`config.mk`:
```
export PLATFORM = sky130hd
export DESIGN_NAME = digit_feature_recog
export DESIGN_NICKNAME = d
export VERILOG_FILES = /design/src/rtl/digit_recog_pkg.sv /design/src/rtl/crossing_counter.sv /design/src/rtl/digit_feature_recog.sv
export SDC_FILE = /design/constraint.sdc
export NUM_CORES = 1
export LEC_CHECK = 0
export ABC_CLOCK_PERIOD_IN_PS = 14900
export BUFFER_PORTS_ARGS = -buffer_cell sky130_fd_sc_hd__buf_2
export CAP_MARGIN = 20
export CORE_MARGIN = 2
export CORE_UTILIZATION = 50
export CTS_CLUSTER_SIZE = 14
export DETAILED_ROUTE_END_ITERATION = 8
export PLACE_DENSITY = 0.74
export SETUP_SLACK_MARGIN = 0.4
export SLEW_MARGIN = 25
export SYNTH_ARGS = -nofsm -noshare
export SYNTH_HDL_FRONTEND = slang
export SYNTH_SLANG_ARGS = --single-unit
```
`constraint.sdc`:
```
create_clock -name clk -period 14.9 [get_ports clk]
set_input_delay 0 -clock clk [delete_from_list [all_inputs] [get_ports clk]]
set_output_delay 0 -clock clk [all_outputs]
set_load 0.02 [all_outputs]
```
`src/rtl/digit_recog_pkg.sv`:
```
// Shared types and constants for the digit feature recogniser: FSM states,
// feature-line ratios and the feature-vector to digit lookup.
package digit_recog_pkg;

    typedef enum logic [2:0] {
        S_IDLE,
        S_ACC,
        S_LINES,
        S_DECODE,
        S_OUT
    } state_t;

    localparam int         K_V5       = 102;
    localparam int         K_V3       = 171;
    localparam int         K_SHIFT    = 8;
    localparam logic [3:0] DIGIT_NONE = 4'hF;

    typedef struct packed {
        logic [1:0] cv;
        logic [1:0] c5;
        logic [1:0] c3;
        logic       l5;
        logic       r5;
        logic       l3;
        logic       r3;
    } feat_t;

    // Side flags listed for a digit must be set; unlisted flags are don't-care.
    // Rows are tried in digit order, so the first match wins.
    function automatic logic [3:0] decode_digit(input feat_t f);
        logic [3:0] d;
        d = DIGIT_NONE;
        if (f.cv == 2'd2 && f.c5 == 2'd2 && f.c3 == 2'd2)
            d = 4'd0;
        else if (f.cv == 2'd1 && f.c5 == 2'd1 && f.c3 == 2'd1)
            d = 4'd1;
        else if (f.cv == 2'd3 && f.c5 == 2'd1 && f.c3 == 2'd1 && f.r5 && f.l3)
            d = 4'd2;
        else if (f.cv == 2'd3 && f.c5 == 2'd1 && f.c3 == 2'd1 && f.r5 && f.r3)
            d = 4'd3;
        else if (f.cv == 2'd1 && f.c5 == 2'd2 && f.c3 == 2'd1 && f.r3)
            d = 4'd4;
        else if (f.cv == 2'd3 && f.c5 == 2'd1 && f.c3 == 2'd1 && f.l5 && f.r3)
            d = 4'd5;
        else if (f.cv == 2'd3 && f.c5 == 2'd1 && f.c3 == 2'd2 && f.l5)
            d = 4'd6;
        else if (f.cv == 2'd2 && f.c5 == 2'd1 && f.c3 == 2'd1 && f.r5 && f.r3)
            d = 4'd7;
        else if (f.cv == 2'd3 && f.c5 == 2'd2 && f.c3 == 2'd2)
            d = 4'd8;
        else if (f.cv == 2'd3 && f.c5 == 2'd2 && f.c3 == 2'd1 && f.r3)
            d = 4'd9;
        return d;
    endfunction

endpackage

```
`src/rtl/crossing_counter.sv`:
```
// Counts background-to-foreground transitions along one feature line,
// saturating at 3. The previous-pixel bit can be dropped at each line start.
module crossing_counter (
    input  logic       clk,
    input  logic       rst_n,
    input  logic       enable,
    input  logic       match,
    input  logic       fg,
    input  logic       clear,
    input  logic       prev_clear,
    output logic [1:0] count
);

    logic prev;
    logic prev_eff;

    // A line start forgets the last pixel in the same cycle it sees the first one.
    assign prev_eff = prev && !prev_clear;

    always_ff @(posedge clk or negedge rst_n) begin
        if (!rst_n) begin
            count <= 2'd0;
            prev  <= 1'b0;
        end else if (clear) begin
            count <= 2'd0;
            prev  <= 1'b0;
        end else if (enable) begin
            if (match) begin
                prev <= fg;
                if (fg && !prev_eff && count != 2'd3)
                    count <= count + 2'd1;
            end else if (prev_clear) begin
                prev <= 1'b0;
            end
        end
    end

endmodule

```
`src/rtl/digit_feature_recog.sv`:
```
// Per-frame digit recogniser: bounding box of ROI foreground, three feature
// lines, stroke crossings on those lines and a table decode to 0-9.
module digit_feature_recog
    import digit_recog_pkg::*;
#(
    parameter int   ROI_X0   = 80,
    parameter int   ROI_X1   = 400,
    parameter int   ROI_Y0   = 80,
    parameter int   ROI_Y1   = 160,
    parameter logic FG_LEVEL = 1'b1
) (
    input  logic        clk,
    input  logic        rst_n,
    input  logic        i_vs,
    input  logic        i_de,
    input  logic        i_bin,
    input  logic [11:0] x,
    input  logic [11:0] y,
    output logic [3:0]  o_digit,
    output logic        o_valid,
    output logic        o_box_ok,
    output logic [11:0] h_2,
    output logic [11:0] v_5,
    output logic [11:0] v_3
);

    state_t      state;
    logic        vs_q, vs_q2, de_q;
    logic        vs_rise, de_rise, in_roi, fg, acc, acc_clear;
    logic        col_match, r5_match, r3_match;
    logic [11:0] xmin, xmax, ymin, ymax;
    logic        l5, r5, l3, r3;
    logic [1:0]  cnt_v, cnt_5, cnt_3;
    logic [11:0] nh_2, nv_5, nv_3;
    logic [11:0] hgt;
    logic [12:0] xsum;
    logic [19:0] p5, p3;
    logic        box_ok;
    feat_t       feat;

    assign vs_rise   = vs_q && !vs_q2;
    assign de_rise   = i_de && !de_q;
    assign in_roi    = (x >= 12'(ROI_X0)) && (x <= 12'(ROI_X1)) &&
                       (y >= 12'(ROI_Y0)) && (y <= 12'(ROI_Y1));
    assign fg        = i_de && (i_bin == FG_LEVEL) && in_roi;
    assign acc       = (state == S_ACC);
    assign acc_clear = ((state == S_IDLE) && vs_rise) || (state == S_OUT);
    assign col_match = i_de && (x == h_2);
    assign r5_match  = i_de && (y == v_5);
    assign r3_match  = i_de && (y == v_3);

    assign hgt    = ymax - ymin;
    assign xsum   = {1'b0, xmin} + {1'b0, xmax};
    assign p5     = {8'd0, hgt} * 20'(K_V5);
    assign p3     = {8'd0, hgt} * 20'(K_V3);
    assign box_ok = (xmax >= xmin);
    assign feat   = {cnt_v, cnt_5, cnt_3, l5, r5, l3, r3};

    always_ff @(posedge clk or negedge rst_n) begin
        if (!rst_n) begin
            vs_q  <= 1'b0;
            vs_q2 <= 1'b0;
            de_q  <= 1'b0;
        end else begin
            vs_q  <= i_vs;
            vs_q2 <= vs_q;
            de_q  <= i_de;
        end
    end

    // Lines on the outputs belong to the previous frame; counters compare against them.
    crossing_counter u_cv (
        .clk(clk), .rst_n(rst_n), .enable(acc), .match(col_match), .fg(fg),
        .clear(acc_clear), .prev_clear(1'b0), .count(cnt_v)
    );
    crossing_counter u_c5 (
        .clk(clk), .rst_n(rst_n), .enable(acc), .match(r5_match), .fg(fg),
        .clear(acc_clear), .prev_clear(de_rise), .count(cnt_5)
    );
    crossing_counter u_c3 (
        .clk(clk), .rst_n(rst_n), .enable(acc), .match(r3_match), .fg(fg),
        .clear(acc_clear), .prev_clear(de_rise), .count(cnt_3)
    );

    always_ff @(posedge clk or negedge rst_n) begin
        if (!rst_n) begin
            xmin <= 12'hFFF;
            ymin <= 12'hFFF;
            xmax <= 12'd0;
            ymax <= 12'd0;
            {l5, r5, l3, r3} <= 4'b0;
        end else if (acc_clear) begin
            xmin <= 12'hFFF;
            ymin <= 12'hFFF;
            xmax <= 12'd0;
            ymax <= 12'd0;
            {l5, r5, l3, r3} <= 4'b0;
        end else if (acc && fg) begin
            if (x < xmin) xmin <= x;
            if (x > xmax) xmax <= x;
            if (y < ymin) ymin <= y;
            if (y > ymax) ymax <= y;
            if (y == v_5 && x < h_2) l5 <= 1'b1;
            if (y == v_5 && x > h_2) r5 <= 1'b1;
            if (y == v_3 && x < h_2) l3 <= 1'b1;
            if (y == v_3 && x > h_2) r3 <= 1'b1;
        end
    end

    // Outputs are loaded on the DECODE->OUT edge so they are visible while in S_OUT.
    always_ff @(posedge clk or negedge rst_n) begin
        if (!rst_n) begin
            state    <= S_IDLE;
            o_digit  <= DIGIT_NONE;
            o_valid  <= 1'b0;
            o_box_ok <= 1'b0;
            h_2      <= 12'd0;
            v_5      <= 12'd0;
            v_3      <= 12'd0;
            nh_2     <= 12'd0;
            nv_5     <= 12'd0;
            nv_3     <= 12'd0;
        end else begin
            o_valid <= 1'b0;
            case (state)
                S_IDLE:  if (vs_rise) state <= S_ACC;
                S_ACC:   if (vs_rise) state <= S_LINES;
                S_LINES: begin
                    nh_2  <= xsum[12:1];
                    nv_5  <= ymin + p5[K_SHIFT +: 12];
                    nv_3  <= ymin + p3[K_SHIFT +: 12];
                    state <= S_DECODE;
                end
                S_DECODE: begin
                    o_valid <= 1'b1;
                    state   <= S_OUT;
                    if (box_ok) begin
                        o_digit  <= decode_digit(feat);
                        o_box_ok <= 1'b1;
                        h_2      <= nh_2;
                        v_5      <= nv_5;
                        v_3      <= nv_3;
                    end else begin
                        o_digit  <= DIGIT_NONE;
                        o_box_ok <= 1'b0;
                    end
                end
                S_OUT:   state <= S_ACC;
                default: state <= S_IDLE;
            endcase
        end
    end

endmodule

```
**Word level (Yosys, flattened, before mapping)**

Index checks and enable logic that the tools add are counted.

- Input port bits: 29
- Register bits after elaboration: 145
- Word-level logic and storage cells: 218

- Muxes and demuxes: 62
- Magnitude comparators: 11
- $add $sub $neg: 7
- Reduce and logical (&&, ||, !) cells: 90
- $mul: 2
- Equal/unequal tests: 19

Operators by type and width:

| kind | count |
|---|---|
| $mux 12 | 12 |
| $logic_and 1x1->1 | 48 |
| $eq 12x12->1 | 3 |
| $gt 12x12->1 | 3 |
| $lt 12x12->1 | 3 |
| $mux 4 | 9 |
| $reduce_bool 2->1 | 16 |
| $reduce_and 2->1 | 13 |
| $ge 12x7->1 const B | 2 |
| $mux 1 | 24 |
| $mux 2 | 12 |
| $mul 12x8->20 const B | 1 |
| $mul 12x6->18 const B | 1 |
| $pmux 3 s5 | 1 |
| $add 12x12->13 | 1 |
| $add 12x11->12 | 1 |
| $add 12x12->12 | 1 |
| $ge 12x12->1 | 1 |
| $le 12x8->1 const B | 1 |
| $le 12x9->1 const B | 1 |
| $mux 3 | 4 |
| $sub 12x12->12 | 1 |
| $ne 2x2->1 const B | 5 |
| $reduce_and 3->1 | 3 |
| other kinds (10) | 24 |

**Logic depth before layout (Yosys ltp)**

- Word-level depth: 15
- Gate-level depth with buffers: 31

**Hierarchy**

From an unflattened synthesis, not the netlist that was laid out.

- Cell total of the unflattened synthesis: 1294
- Area, all modules: 12408.2 µm²

Modules (own cells, without submodules):

| module | area an instance (µm²) | seq. area each (µm²) | times used | cells an instance |
|---|---|---|---|---|
| digit_feature_recog | 11867.6 | 3438.3 | 1 | 1246 |
| crossing_counter | 180.2 | 75.1 | 3 | 16 |

**Least setup slack after synthesis**

OpenSTA, ideal clock, no wires.

- Path kind: register to register
- Start: register ymin[1]
- End: register nv_3[11]
- Period minus slack after synthesis: 6.447 ns
- Cell stages (with the launch flop): 30
- Data required time: 14.764 ns
- Setup slack: 8.453 ns
- Arrival: 6.311 ns
- Cell sequence: dfstp_2 > inv_1 > ha_1 > nor2b_1 > o21a_1 > o21ai_0 > nand2b_1 > a21o_1 > xnor2_1 > inv_1 > ha_1 > inv_1 > fa_1 > fa_1 > fa_1 > inv_1 > ha_1 > a21oi_1 > o21ai_0 > a41oi_1 > o21ba_2 > o21ai_0 > xor2_1 > ha_1 > or2_2 > a31oi_1 > a21oi_1 > a31oi_1 > xnor2_1 > o21ai_0

- Word-level cells in the longest chain between the ends: 3

Ends and longest elaborated chain:

| element | line | RTL |
|---|---|---|
| start, declared | digit_feature_recog.sv:31 | `logic [11:0] xmin, xmax, ymin, ymax;` |
| start signal, assigned | digit_feature_recog.sv:101 | `if (y < ymin) ymin <= y;` |
| $sub 12x12->12 | digit_feature_recog.sv:52 | `assign hgt = ymax - ymin;` |
| $mul 12x8->20 | digit_feature_recog.sv:55 | `assign p3 = {8'd0, hgt} * 20'(K_V3);` |
| $add 12x12->12 * | digit_feature_recog.sv:131 | `nv_3 <= ymin + p3[K_SHIFT +: 12];` |
| end signal, assigned | digit_feature_recog.sv:131 |  |
| end, declared | digit_feature_recog.sv:34 | `logic [11:0] nh_2, nv_5, nv_3;` |

Every way passes the cells marked *; elsewhere a longest branch is shown, timed or not.
A chain may end at the register's enable or synchronous reset.

**Worst setup path after layout**

Ends and elaborated chain as after synthesis.

==> impl_metrics.yaml <==
status:
  status: "finished clean"
sta:
  clock.fmax_mhz: 137
  finalSetupViolCount: 0
  slew_viol_final: 0
  rsz0062_at_grt: "no"
  clock_skew_ns: 0.0164
  worst_pin_slew_ns: 0.937
  finalHoldViolations: 0
  period_minus_slack_ns: 7.29
  tns_ns: 0
  maxSlewHeadroom_pct: 37.6
  finalCritPeriodShare_pct: 48.9
  setup_ws_ns: 7.61
grt:
  grt_pass1_wl_um: 50300
  grt_use_total_pct: 24.1
  grt_max_degree: 76
  grt_overflow: 0
  antenna_found_initial: 0
  grt_pass1_vias: 9825
detailed_routing:
  wl_um: 30800
  vias: 9918
  firstDrtPassIters: 5
  wl_per_cell_um: 17.4
  drt_iter0_markers: 723
  vias_per_cell: 5.61
  drc: 0
  drtAntennaViolNets: 0
layout:
  nNetsFinal: 1702
  fillers: 2198
  diodes: 0
  drive_gt1_share_pct: 13.3
  area_growth_syn_to_layout_pct: 11.3
  fin_area_um2: 14100
logic_synthesis:
  syn-instance-count: 1342
  synth_nets: 1618
  yosysUniqueCellTypes: 64
  synth_common_cells: "ha_1, inv_1, dfrtp_1"
  synth.avg_cell_area_um2: 9.41
  ys_ff_latch: 145
  yosys_warnings: 0
  synth_flop_cell: "dfrtp_1"
  yosysMostFrequentCell: "ha_1"
  synthTopCellsByArea: "dfrtp_1, ha_1, fa_1"
  synth_top_area_share_pct: 23.2
  synth_area_um2: 12600
  yosysTopAreaCell: "dfrtp_1"
  synthArstFlopShare_pct: 100
  synth_edf_count: 0
  ys_seq_area_share_pct: 29.0
critical_path:
  crit_arrival_ns: 7.58
  cpPeakStageDelay_ns: 0.63
  required_ns: 15.18
  end_kind: "flop"
  worst-setup-path-type: "reg -> reg"
  crit_fanout: 6
  worst_path_max_delay_cell: "dfstp_2"
  startpoint_type: "flop"
  worst-r2r-cell-count: 29
clock_network:
  cts.sinks: 145
  cts_tree: "yes"
  htree_levels: 4
  insertion_delay_ns: 0.43
  clk_pin_slew_ns: 0.07
  clockBufferDepth: 2
  cts_buffers: 17
  clockRootBuffer: "clkbuf_16"
floorplan:
  die_w_um: 163
  start_util_pct: 50.6
  core_um2: 25000
  rows: 58
  fp.dieH_um: 163
  pin_count: 71
  dieArea_um2: 26500
placement:
  postPlaceCellArea_um2: 13300
  pre_cts_slack_ns: 7.75
  gp_congestion: 0.923
  portBuffers: 70
  hpwl_um: 24100
hold_path:
  hold_path.class: "in -> async"
job:
  drv_cap: 0
-- cell families (layout without fill, tap and decap cells) --
group,count (synthesis),in the layout,synth area share (%)
multiplexers,85,85,7.15
AND/OR/NAND/NOR,330,330,12.2
adder cells (fa/ha/maj),247,247,27.0
buffers and inverters,203,300,6.36
flip-flops,145,145,29.0
XOR/XNOR,79,79,5.48
AO/OA/AOI/OAI,253,253,12.7
-- final timing paths --
path / startpoint / endpoint / slack [ns]
hold reg to reg: nh_2[9] / nh_2[9] / 0.48
hold / removal: rst_n / nh_2[2] / 0.17
min in group clk: y[11] / u_c3.prev / 0.20
max in group asynchronous: rst_n / v_3[2] / 13.31
setup reg to reg: ymin[1] / nv_3[11] / 7.61
setup / recovery: ymin[1] / nv_3[11] / 7.61
-- worst max-delay path: cells and delay by family, from the launching register on --
| family | cells | cell delay (ns) |
|---|---|---|
| XOR/XNOR | 3 | 0.67 |
| AND/OR/NAND/NOR | 3 | 0.53 |
| buffers and inverters | 4 | 0.40 |
| flip-flops | 1 | 0.63 |
| adder cells (fa/ha/maj) | 7 | 2.75 |
| AO/OA/AOI/OAI | 12 | 2.19 |
-- through the flow --
step | instances | utilization, % | hold WS, ns
after global routing | 1769 | 56.3 | 0.233
after floorplan | 1342 | - | -0.296
after detailed placement | 1716 | 53.3 | 0.0731
after CTS | 1769 | 56.3 | 0.189
final | 1769 | 56.3 | 0.168
after global placement | 1716 | 53.2 | 0.0661
-- layout by cell type, fill, tap and decap left out, types with 12 or more instances in the layout --
master / instances
xnor2_1: 52
clkbuf_16: 17
buf_2: 69
nor2b_1: 17
a21oi_1: 67
nor2_1: 95
o21a_1: 22
nand4_1: 13
a21o_1: 30
nand3_1: 20
xor2_1: 27
mux2i_1: 43
dlygate4sd3_1: 21
fa_1: 43
ha_1: 204
dfstp_2: 28
o21bai_1: 12
nor3_1: 25
inv_1: 173
dfrtp_1: 117
mux2_2: 42
nand2_1: 104
nand2b_1: 12
o21ai_0: 70
-- sequential cells by signal, summed over array words and instances (netlist names), 2 cells and up --
name and cells:
h_2 12, nh_2 12, nv_3 12, nv_5 12, o_digit 4, state 3
u_c3.count 2, u_c5.count 2, u_cv.count 2, v_3 12, v_5 12, xmax 12
xmin 12, ymax 12, ymin 12
-- final cells by class --
class / count / area [um^2] / area share [%]
clock buffer: 21 / 450 / 3.20
inverter: 173 / 649 / 4.62
clock inverter: 11 / 97.6 / 0.694
multi-input combinational: 994 / 8180 / 58.2
tap: 330 / 413 / 2.94
timing repair buffer: 95 / 597 / 4.25
sequential: 145 / 3660 / 26.1
-- repair_timing --
action	CTS	global route
hold buffers	21	0
buffers inserted	0	0
hold endpoints to repair	98	0
resized for setup	0	0
endpoints found under the setup margin	0	0
-- metal layers --
metal	vias to the layer above	wire length, um	track usage [%]
li1	4756	-	-
met1	4900	14400	33.4
met2	228	14500	39.9
met3	34	1220	2.52
met4	0	662	7.52
met5	-	0	0
Power is not shown: default switching activity piles up to over one toggle a cycle in this logic, so the estimate is an artifact.
